**config.mk**
```make
export PLATFORM = sky130hd
export DESIGN_NAME = reset_sequencer
export DESIGN_NICKNAME = d
export VERILOG_FILES = /design/src/rtl/reset_sequencer.sv
export SDC_FILE = /design/constraint.sdc
export NUM_CORES = 1
export LEC_CHECK = 0
export ABC_AREA = 1
export CORE_UTILIZATION = 49
export DETAILED_ROUTE_END_ITERATION = 8
export HOLD_SLACK_MARGIN = 0.15
export PLACE_DENSITY = 0.73
export SLEW_MARGIN = 40
export SYNTH_ARGS = -nofsm -noshare
export SYNTH_HDL_FRONTEND = slang
export SYNTH_SLANG_ARGS = --single-unit
```
**constraint.sdc**
```tcl
create_clock -name clock -period 1.4 [get_ports clock]
set_clock_uncertainty 0.2 [all_clocks]
set_input_delay 0.14 -clock clock [delete_from_list [all_inputs] [get_ports clock]]
set_output_delay 0.14 -clock clock [all_outputs]
set_load 0.02 [all_outputs]
```
**src/rtl/reset_sequencer.sv**
```systemverilog
// Reset sequencer: synchronises ext_reset_n & lock, holds, then releases NUM_OUT resets in order.
// Optional macro RESET_SEQ_CAUSE_EN builds the last_cause register; otherwise last_cause reads 2'b00.
module reset_sequencer #(
    parameter int SYNC_STAGES = 3,
    parameter int HOLD_CYCLES = 16,
    parameter int NUM_OUT     = 4,
    parameter int STAGE_GAP   = 8
) (
    input  logic               clock,
    input  logic               ext_reset_n,
    input  logic               lock,
    input  logic               sw_reset,
    output logic [NUM_OUT-1:0] reset_n,
    output logic               done,
    output logic [1:0]         last_cause
);

    localparam int HW = (HOLD_CYCLES > 1) ? $clog2(HOLD_CYCLES) : 1;
    localparam int GW = (STAGE_GAP > 1) ? $clog2(STAGE_GAP) : 1;
    localparam logic [HW-1:0] HOLD_LAST = HW'(HOLD_CYCLES - 1);
    localparam logic [GW-1:0] GAP_LAST  = GW'(STAGE_GAP - 1);

    typedef enum logic [1:0] {
        HOLD    = 2'd0,
        RELEASE = 2'd1,
        RUN     = 2'd2
    } state_t;

    logic                   asynch_reset_n;
    logic [SYNC_STAGES-1:0] sync_q;
    logic                   sync_n;
    state_t                 state_q;
    logic [HW-1:0]          hold_cnt_q;
    logic [GW-1:0]          gap_cnt_q;
    logic [NUM_OUT-1:0]     reset_n_q;
    logic                   done_q;
    logic [NUM_OUT-1:0]     next_mask_d;
    logic                   last_step_d;

    assign asynch_reset_n = ext_reset_n & lock;
    assign sync_n         = sync_q[SYNC_STAGES-1];

    // Release synchroniser: cleared asynchronously, shifts in ones.
    always_ff @(posedge clock or negedge asynch_reset_n) begin
        if (!asynch_reset_n) begin
            sync_q <= {SYNC_STAGES{1'b0}};
        end else begin
            sync_q <= {sync_q[SYNC_STAGES-2:0], 1'b1};
        end
    end

    // Next release pattern: one more bit released, strictly in ascending order.
    always_comb begin
        next_mask_d    = {NUM_OUT{1'b0}};
        next_mask_d[0] = 1'b1;
        for (int i = 1; i < NUM_OUT; i++) begin
            next_mask_d[i] = reset_n_q[i-1];
        end
        last_step_d = &next_mask_d;
    end

    // Sequencing FSM with hold and gap counters; sw_reset re-enters HOLD from any state.
    always_ff @(posedge clock or negedge asynch_reset_n) begin
        if (!asynch_reset_n) begin
            state_q    <= HOLD;
            hold_cnt_q <= {HW{1'b0}};
            gap_cnt_q  <= {GW{1'b0}};
            reset_n_q  <= {NUM_OUT{1'b0}};
            done_q     <= 1'b0;
        end else if (sw_reset) begin
            state_q    <= HOLD;
            hold_cnt_q <= {HW{1'b0}};
            gap_cnt_q  <= {GW{1'b0}};
            reset_n_q  <= {NUM_OUT{1'b0}};
            done_q     <= 1'b0;
        end else begin
            case (state_q)
                HOLD: begin
                    if (!sync_n) begin
                        hold_cnt_q <= {HW{1'b0}};
                    end else if (hold_cnt_q == HOLD_LAST) begin
                        // reset_n_q is all zero here, so next_mask_d releases bit 0 only
                        reset_n_q <= next_mask_d;
                        gap_cnt_q <= {GW{1'b0}};
                        done_q    <= last_step_d;
                        state_q   <= last_step_d ? RUN : RELEASE;
                    end else begin
                        hold_cnt_q <= hold_cnt_q + HW'(1);
                    end
                end
                RELEASE: begin
                    if (gap_cnt_q == GAP_LAST) begin
                        reset_n_q <= next_mask_d;
                        gap_cnt_q <= {GW{1'b0}};
                        if (last_step_d) begin
                            done_q  <= 1'b1;
                            state_q <= RUN;
                        end else begin
                            state_q <= RELEASE;
                        end
                    end else begin
                        gap_cnt_q <= gap_cnt_q + GW'(1);
                    end
                end
                RUN: begin
                    state_q <= RUN;
                end
                default: begin
                    state_q    <= HOLD;
                    hold_cnt_q <= {HW{1'b0}};
                    gap_cnt_q  <= {GW{1'b0}};
                    reset_n_q  <= {NUM_OUT{1'b0}};
                    done_q     <= 1'b0;
                end
            endcase
        end
    end

    assign reset_n = reset_n_q;
    assign done    = done_q;

`ifdef RESET_SEQ_CAUSE_EN
    logic [1:0] cause_q;

    // Cause of the most recent reset: async path wins over a simultaneous software request.
    always_ff @(posedge clock or negedge asynch_reset_n) begin
        if (!asynch_reset_n) begin
            cause_q <= 2'b01;
        end else if (sw_reset) begin
            cause_q <= 2'b10;
        end else begin
            cause_q <= cause_q;
        end
    end

    assign last_cause = cause_q;
`else
    assign last_cause = 2'b00;
`endif

endmodule

```
**Yosys cells after proc, flatten, opt, wreduce, memory -nomap -nowiden**

Cells that the tools add are included.

- $add $sub $neg: 2
- Bitwise gates (word level): 1
- Muxes and demuxes: 26
- Equality and inequality tests: 11
- Reductions and logical operators: 8

Operators by type and width:

| operator | number |
|---|---|
| $mux 4 | 7 |
| $mux 3 | 4 |
| $ne 3x3->1 const B | 4 |
| $pmux 4 s3 | 1 |
| $mux 2 | 5 |
| $pmux 3 s3 | 1 |
| $reduce_and 3->1 | 3 |
| $pmux 4 s2 | 1 |
| $pmux 2 s3 | 1 |
| $mux 1 | 5 |
| $reduce_and 5->1 | 1 |
| $add 4x1->4 const B | 1 |
| $eq 4x4->1 const B | 1 |
| $ne 4x4->1 const B | 1 |
| $reduce_and 4->1 | 1 |
| $add 3x1->3 const B | 1 |
| $eq 3x3->1 const B | 1 |
| $pmux 1 s3 | 1 |
| $eq 2x1->1 const B | 1 |
| $eq 2x2->1 const B | 1 |
| $logic_not 2->1 | 1 |
| $ne 2x1->1 const B | 1 |
| $ne 2x2->1 const B | 1 |
| $reduce_and 2->1 | 1 |
| 2 further kinds | 2 |

- Input bits: 4
- Register bits after elaboration: 17
- Output and inout port bits: 7

**Longest topological paths before layout**

Gate-level depths: netlist (run 1).

- Depth in word-level cells: 6
- Depth in mapped cells: 9
- Mapped depth without buffers: 9

**Worst setup path after synthesis (run 1)**

OpenSTA, ideal clock, no wires.

- Path kind: register to register
- Start point: register gap_cnt_q[0]
- End point: register gap_cnt_q[0]
- Setup slack: -0.124 ns
- Required time: 1.124 ns
- Stages on the path, launching flop included: 7
- Arrival time: 1.248 ns
- Buffers on the path: 0
- Clock period less this slack: 1.524 ns
- Path through: dfrtp_1 -> ha_1 -> ha_1 -> nor2_4 -> nand2_2 -> or2_1 -> o21ai_1

- Cells in the longest elaborated chain, start to end: 4

RTL lines:

| item | RTL line | text |
|---|---|---|
| start, declared | 34 | `logic [GW-1:0] gap_cnt_q;` |
| start signal, assigned | 67 | `gap_cnt_q <= {GW{1'b0}};` |
| start signal, assigned | 73 | `gap_cnt_q <= {GW{1'b0}};` |
| start signal, assigned | 84 | `gap_cnt_q <= {GW{1'b0}};` |
| $add 3x1->3 / $eq 3x3->1 (equally long branches) | 102, 92 |  |
| $mux 3 * | 92 | `if (gap_cnt_q == GAP_LAST) begin` |
| $pmux 3 s3 * | 77 | `case (state_q)` |
| $mux 3 * | 70 | `end else if (sw_reset) begin` |

Mark *: on every way between the ends. The rest lies on a longest branch, timed or not.
A chain may end at the register's enable or synchronous reset.

**Final worst setup path (run 1)**

- Start point: register state_q[0]
- End point: register reset_n_q[1], in the netlist reset_n[1]

- Cells in the longest elaborated chain, start to end: 3

RTL lines:

| item | RTL line | text |
|---|---|---|
| start, declared | 32 | `state_t state_q;` |
| start signal, assigned | 86 | `state_q <= last_step_d ? RUN : RELEASE;` |
| $eq 2x1->1 (tied with other cells) | 77 |  |
| $ne 3x3->1 (no source line) (tied with other cells) | - |  |
| $reduce_and 4->1 (no source line) / $mux 4 (equally long branches) | - |  |
| end signal, assigned | 74 | `reset_n_q <= {NUM_OUT{1'b0}};` |
| end signal, assigned | 83 | `reset_n_q <= next_mask_d;` |
| end signal, assigned | 93 | `reset_n_q <= next_mask_d;` |
| end, declared | 35 | `logic [NUM_OUT-1:0] reset_n_q;` |

Parallel ways exist; a longest one is shown, timed or not.

==> summary.md, run 1 <==
| Metric | Value |
|---|---|
| Crit end category | register |
| Max stage delay on crit path | 0.43 ns |
| Hold crit path type | reg -> reg |
| Post-route ant nets | 0 |
| Final wirelength | 2.50 mm |
| GR Overflow Total | 0 |
| CP top delay family | simple AND/OR/NAND/NOR gates |
| CP Max Fanout | 6 |
| Area of the core | 1980 µm² |
| Netlist Area Pre-Place | 1050 µm² |
| Library cells used by synthesis | 27 |
| Synth-to-Final Area Change | 37.1% |
| I/O Buffers | 8 |
| Final setup fails | 14 |
| Crit path buf inv count | 2 |
| Final worst path period need | 1.57 ns |
| Period utilization | 1.12 |
| Top cells by area, synth | dfrtp_1 (41%), nand2_1 (9.7%), ha_1 (7.2%) |
| Top cell type's share of synthesized area | 0.405 |
| Via/cell ratio | 5.30 |
| Clk buf depth | 2 |
| Share of layout cells above drive strength 1 | 0.406 |
| Post-route insts no fill | 182 |
| Syn. warnings | 0 |
| Worst endpoint data arrival time | 1.57 ns |
| Vias in the first global route | 836 |
| Worst Setup Slack, final | -0.171 ns |
| Pins Over Slew Limit | 0 |
| Antenna violations before repair | 0 |
| Post-synth EDFFs | 0 |
| Die height | 48.3 µm |
| Placed cells | 173 |
| Final Core Density | 0.726 |
| I/O Pins | 11 |
| Clk pin slew, worst setup/hold paths | 0.10 ns |
| Area leader, netlist | dfrtp_1 |
| Sink Count | 17 |
| Placed cell area | between 1000 and 1500 µm² |
| PD cells | about 1400 nW/µm² |
| Most used cell, CP | nand2_2 |
| Leak | 0.000697 µW |
| Final nets | approximately 170 |
| GRT Total Usage | 0.238 |
| Ant. Diodes | 0 |
| Final hold violation count | 0 |
| Critical setup path kind | reg -> reg |
| Top FF cell, synth | dfrtp_1 |
| Worst vdd ir | 0.00104 V |
| Critical Path RT | ~1.4 ns |
| Initial DRC Count | 13 |
| Syn Area/Cell | roughly 8.5 µm² |
| Clk_lat worst skew | approximately 0.3 ns |
| Cell Rows | 16 |
| Routed len/inst | 13.8 µm |
| Pin count of the biggest net entering global routing | 18 |
| First-pass GRT wire length | roughly 3.7 mm |
| Root Driver | clkbuf_4 |
| Max-cap violations | 0 |
| Top-count cell post-synth | nand2_1 |
| Ys async rst share | 1.00 |
| Total power | 2060 µW |
| Status | complete, but fails checks |
| Vias post-DR | between 900 and 1000 |
| Crit-path cells | inv_2 -> ha_4 -> inv_4 -> nor2_4 -> nand2_2 -> nand2_4 -> nor2_8 -> nand2_2 -> o21ai_2 |
| Max Clk Rate | 0.636 GHz |
| Initial Util | 0.530 |
| CTS buffer count | 3 |
| Die Area | 2330 µm² |
| Non-Filler Cell Area, Final | 1440 µm² |
| Cells after Synth | 124 |
| Post-detail-place hpwl | 1.72 mm |
| Initial DRT Pass Iterations | 4 |
| Worst Setup Start Kind | register |
| Register area share after synthesis | 0.405 |
| CTS tree | built |
| DRC Markers | 0 |
| H-tree levels | 1 |
| Gpl congestion | 0.824 |
| RSZ-0062 raised after global routing | yes |
| TNS Setup | -1.89 ns |
| #FFs+latches synth | 17 |
| Top cells by count, synth | nand2_1 (27), dfrtp_1 (17), nand3_1 (15) |
| Violated checks | setup timing |
| Crit-path slowest cell | dfrtp_1 |
| Die width | 48.3 µm |
## metal layers
layer	track usage	share of wire	vias up
met5	0	0	-
met4	0.117	0.025	0
met3	0.0444	0.039	8
met2	0.381	0.52	29
met1	0.307	0.42	469
li1	-	-	459
## area by class of cell
type	count	area (µm²)
clock inverter	1	5.00
sequential	17	427
clock buffer	3	22.5
fill	146	543
multi-input combinational	89	634
inverter	15	60.1
timing repair buffer	30	256
tap	27	33.8
## flip-flops by register name (all words and copies together), names as in the netlist
signal / count
gap_cnt_q: 3
sync_q: 3
reset_n: 4
state_q: 2
hold_cnt_q: 4
done: 1
## stage by stage
stage,worst slack [ns],hold WS (ns)
3_3_place_gp,-0.149,0.138
2_1_floorplan,-0.0711,-0.0940
3_5_place_dp,-0.202,0.139
5_1_grt,-0.241,0.169
6_report,-0.171,0.160
4_1_cts,-0.149,0.164
## report_power, final
part | internal [µW] | switching [µW] | total (µW)
combinational | 501 | 623 | 1120
clock | 107 | 170 | 276
sequential | 587 | 74.7 | 662
## placed cells by master, fill, tap and decap left out, drive strengths merged, types with 2 or more instances in the layout
cell type / n
a21oi: 3
buf: 20
clkbuf: 3
clkdlybuf4s15: 4
clkdlybuf4s50: 3
clkinv: 2
conb: 3
dfrtp: 17
dlygate4sd3: 2
ha: 6
inv: 14
nand2: 33
nand3: 17
nand4: 2
nor2: 8
nor3: 3
o21ai: 11
## what timing repair did
action,4_1_cts,5_1_grt
buffers inserted,1,2
pin swaps,1,4
gates resized for setup,14,17
endpoints found under the setup margin,18,18
hold buffers,2,0
cloned,0,0
endpoints found under the hold margin,17,0
## final timing paths
kind,endpoint,slack [ns],startpoint,depth (start not counted)
min in group asynchronous,sync_q[1]$_DFF_PN0_,0.57,lock,5
min reg2reg,sync_q[2]$_DFF_PN0_,0.16,sync_q[1]$_DFF_PN0_,0
max in group asynchronous,state_q[1]$_DFFE_PN0P_,0.23,ext_reset_n,5
max reg2reg,reset_n[1]$_DFFE_PN0P_,-0.17,state_q[0]$_DFFE_PN0P_,9
max,reset_n[1]$_DFFE_PN0P_,-0.17,state_q[0]$_DFFE_PN0P_,9
min,sync_q[2]$_DFF_PN0_,0.16,sync_q[1]$_DFF_PN0_,0
## kinds of logic (layout without fill, tap and decap cells)
kind of cell,Yosys count,after routing,synth area share
multiplexers,1,1,0.00954
adder cells (fa/ha/maj),6,6,0.0715
AND/OR/NAND/NOR,64,64,0.333
buffers and inverters,19,49,0.0858
other,2,3,0.00715
AO/OA/AOI/OAI,15,15,0.0882
flip-flops,17,17,0.405
(Power assumes the default switching activity.)
==> run 2, diff against run 1 <==
ABC_AREA = 0   (was 1)
CORE_UTILIZATION = 48   (was 49)
PLACE_DENSITY = 0.7   (was 0.73)
==> run 2 against run 1 <==
Non-clock buffer count rose by 6; via count fell by 21%; hold slack improved by 0.00076 ns; synthesized cell count fell by 29%; sequential cell count did not move; critical path type unchanged; design area fell by 1.9%; the run still ends with setup timing left; power rose by 8.5%; register-to-register slack got worse by 0.28 ns.
==> summary.md, run 2 <==
| Metric | Value |
|---|---|
| Status | complete, but fails checks (unchanged) |
| Top cells by count, synth | dfrtp_1 (17), inv_1 (9), ha_1 (6) (was nand2_1 (27), dfrtp_1 (17), nand3_1 (15)) |
| Max Clk Rate | 0.540 GHz (was 0.636 GHz) |
| Period utilization | 1.32 (was 1.12) |
| I/O Buffers | 8 (unchanged) |
| Area of the core | 1760 µm² (was 1980 µm²) |
| Top cell type's share of synthesized area | 0.462 (was 0.405) |
| Post-route ant nets | 0 (unchanged) |
| Critical setup path kind | reg -> reg (unchanged) |
| H-tree levels | 1 (unchanged) |
| Cells after Synth | 88 (was 124) |
| CP top delay family | flip-flops (was simple AND/OR/NAND/NOR gates) |
| I/O Pins | 11 (unchanged) |
| Synth-to-Final Area Change | 53.3% (was 37.1%) |
| Pre-CTS setup slack | -0.531 ns (was -0.202 ns) |
| Worst vdd ir | 0.000954 V (was 0.00104 V) |
| Leak | 0.000652 µW (was 0.000697 µW) |
| Top FF cell, synth | dfrtp_1 (unchanged) |
| Worst Setup Slack, final | -0.453 ns (was -0.171 ns) |
| Commonest non-fill, non-tap cells in the layout | buf_4 (21), dfrtp_1 (17), inv_1 (7), buf_6 (5) (was nand2_1 (20), buf_4 (18), dfrtp_1 (16), nand3_1 (12), inv_1 (9)) |
| Gpl congestion | 0.768 (was 0.824) |
| CP Max Fanout | 5 (was 6) |
| Crit-path cells | buf_6 -> ha_4 -> nor3b_4 -> a311oi_4 -> buf_6 -> mux2_4 (was inv_2 -> ha_4 -> inv_4 -> nor2_4 -> nand2_2 -> nand2_4 -> nor2_8 -> nand2_2 -> o21ai_2) |
| Commonest non-fill, non-tap cell in the layout | buf_4 (was nand2_1) |
| Die width | 45.8 µm (was 48.3 µm) |
| Final hold violation count | 0 (unchanged) |
| Initial Util | 0.522 (was 0.530) |
| Final nets | 137 (was 166) |
| RSZ-0062 raised after global routing | yes (unchanged) |
| CTS buffer count | 3 (unchanged) |
| Most used cell, CP | buf_6 (was nand2_2) |
| CTS tree | built (unchanged) |
| GRT Total Usage | 0.201 (was 0.238) |
| Antenna violations before repair | 0 (unchanged) |
| Max-cap violations | 0 (unchanged) |
| Top-count cell post-synth | dfrtp_1 (was nand2_1) |
| Clk_lat worst skew | 0.29 ns (was 0.30 ns) |
| Crit-path slowest cell | dfrtp_1 (unchanged) |
| Library cells used by synthesis | 29 (was 27) |
| Die height | 45.8 µm (was 48.3 µm) |
| Final worst path period need | 1.85 ns (was 1.57 ns) |
| Final wirelength | 2.01 mm (was 2.50 mm) |
| Total power | 2240 µW (was 2060 µW) |
| Initial DRT Pass Iterations | 4 (unchanged) |
| Critical Path RT | 1.39 ns (was 1.40 ns) |
| Crit path buf inv count | 2 (unchanged) |
| Share of layout cells above drive strength 1 | 0.508 (was 0.406) |
| Clk pin slew, worst setup/hold paths | 0.11 ns (was 0.10 ns) |
| PD cells | 1580 nW/µm² (was 1430 nW/µm²) |
| Routed len/inst | 13.3 µm (was 13.8 µm) |
| Root Driver | clkbuf_4 (unchanged) |
| Worst Setup Start Kind | register (unchanged) |
| Pin count of the biggest net entering global routing | 18 (unchanged) |
| Ys async rst share | 1.00 (unchanged) |
| Vias in the first global route | 727 (was 836) |
| Post-detail-place hpwl | 1.32 mm (was 1.72 mm) |
| Cell Rows | 15 (was 16) |
| Area leader, netlist | dfrtp_1 (unchanged) |
| Pins Over Slew Limit | 0 (unchanged) |
| DRC Markers | 0 (unchanged) |
| Final setup fails | 14 (unchanged) |
| GR Overflow Total | 0 (unchanged) |
| #FFs+latches synth | 17 (unchanged) |
| Clk buf depth | 2 (unchanged) |
| Vias post-DR | 760 (was 965) |
| Post-synth EDFFs | 0 (unchanged) |
| Max stage delay on crit path | 0.40 ns (was 0.43 ns) |
| Netlist Area Pre-Place | 921 µm² (was 1050 µm²) |
| Via/cell ratio | 5.03 (was 5.30) |
| Hold crit path type | reg -> reg (unchanged) |
| Die Area | 2100 µm² (was 2330 µm²) |
| Violated checks | setup timing (unchanged) |
| Initial DRC Count | 4 (was 13) |
| Worst R2R Setup Slack | -0.45 ns (was -0.17 ns) |
| First-pass GRT wire length | 2.99 mm (was 3.65 mm) |
| Syn. warnings | 0 (unchanged) |
| Sink Count | 17 (unchanged) |
| Syn Area/Cell | 10.5 µm² (was 8.47 µm²) |
| Ant. Diodes | 0 (unchanged) |
| Crit end category | register (unchanged) |
| Worst endpoint data arrival time | 1.85 ns (was 1.57 ns) |
| Top cells by area, synth | dfrtp_1 (46%), ha_1 (8.2%), mux2_2 (4.9%) (was dfrtp_1 (41%), nand2_1 (9.7%), ha_1 (7.2%)) |
| Register area share after synthesis | 0.462 (was 0.405) |
[run 2: cell count changes after synthesis, moves of 3 or more]
cell,change
o21ai_1,-4
and3_1,+3
nand2_1,-23
mux2_2,+4
nand3_1,-12
nand2_2,-4
inv_1,-3
[run 2: metrics by stage]
stage | utilization | std cells | setup TNS, ns | cell area [µm²] | hold slack (ns)
floorplan | - | 89 | -4.17 | 946 | -0.0350
global placement | 0.667 | 138 | -5.79 | 1180 | 0.135
detailed placement | 0.667 | 138 | -6.19 | 1180 | 0.136
CTS | 0.741 | 148 | -4.55 | 1310 | 0.161
global route | 0.800 | 151 | -5.34 | 1410 | 0.173
finish | 0.800 | 151 | -4.43 | 1410 | 0.161
[run 2: where the power goes]
part	internal (µW)	switching, µW	total [µW]
Combinational	689	614	1300
Sequential	584	77.6	661
Clock	109	164	272
Total	1380	855	2240
[run 2: routing by layer]
layer	part of all wire	vias to the layer above	track usage
li1	-	381	-
met1	0.46	369	0.246
met2	0.51	10	0.354
met3	0.030	0	0.0556
met4	0	0	0.0412
met5	0	-	0
[run 2: worst paths after layout]
| kind | start | to | cells after the start |
|---|---|---|---|
| max | state_q[0]$_DFFE_PN0P_ | reset_n[0]$_DFFE_PN0P_ | 6 |
| min | sync_q[1]$_DFF_PN0_ | sync_q[2]$_DFF_PN0_ | 0 |
| max reg2reg | state_q[0]$_DFFE_PN0P_ | reset_n[0]$_DFFE_PN0P_ | 6 |
| min reg2reg | sync_q[1]$_DFF_PN0_ | sync_q[2]$_DFF_PN0_ | 0 |
| max in group asynchronous | ext_reset_n | reset_n[2]$_DFFE_PN0P_ | 4 |
| min in group asynchronous | lock | reset_n[0]$_DFFE_PN0P_ | 4 |
[run 2: final cells by class]
| cell class | count | area [µm²] |
|---|---|---|
| Inverter | 9 | 36.3 |
| Timing Repair Buffer | 36 | 297 |
| Sequential cell | 17 | 425 |
| Tap cell | 25 | 31.3 |
| Multi-Input combinational cell | 60 | 592 |
| Clock inverter | 1 | 7.51 |
| Fill cell | 123 | 353 |
| Clock buffer | 3 | 22.5 |
[run 2: kinds of logic (layout without fill, tap and decap cells)]
group	after synthesis	in the layout	share of synthesized area
AND/OR/NAND/NOR	28	28	0.177
AO/OA/AOI/OAI	18	18	0.145
flip-flops	17	17	0.462
buffers and inverters	12	49	0.0611
adder cells (fa/ha/maj)	6	6	0.0815
multiplexers	5	5	0.0652
other	2	3	0.00816
[run 2: repair_timing]
item / 4_1_cts / 5_1_grt
gates resized for setup: 21 / 23
hold buffers: 2 / 0
endpoints found under the setup margin: 19 / 17
hold endpoints to repair: 17 / 0
buffers inserted: 4 / 3
pin swaps: 4 / 6
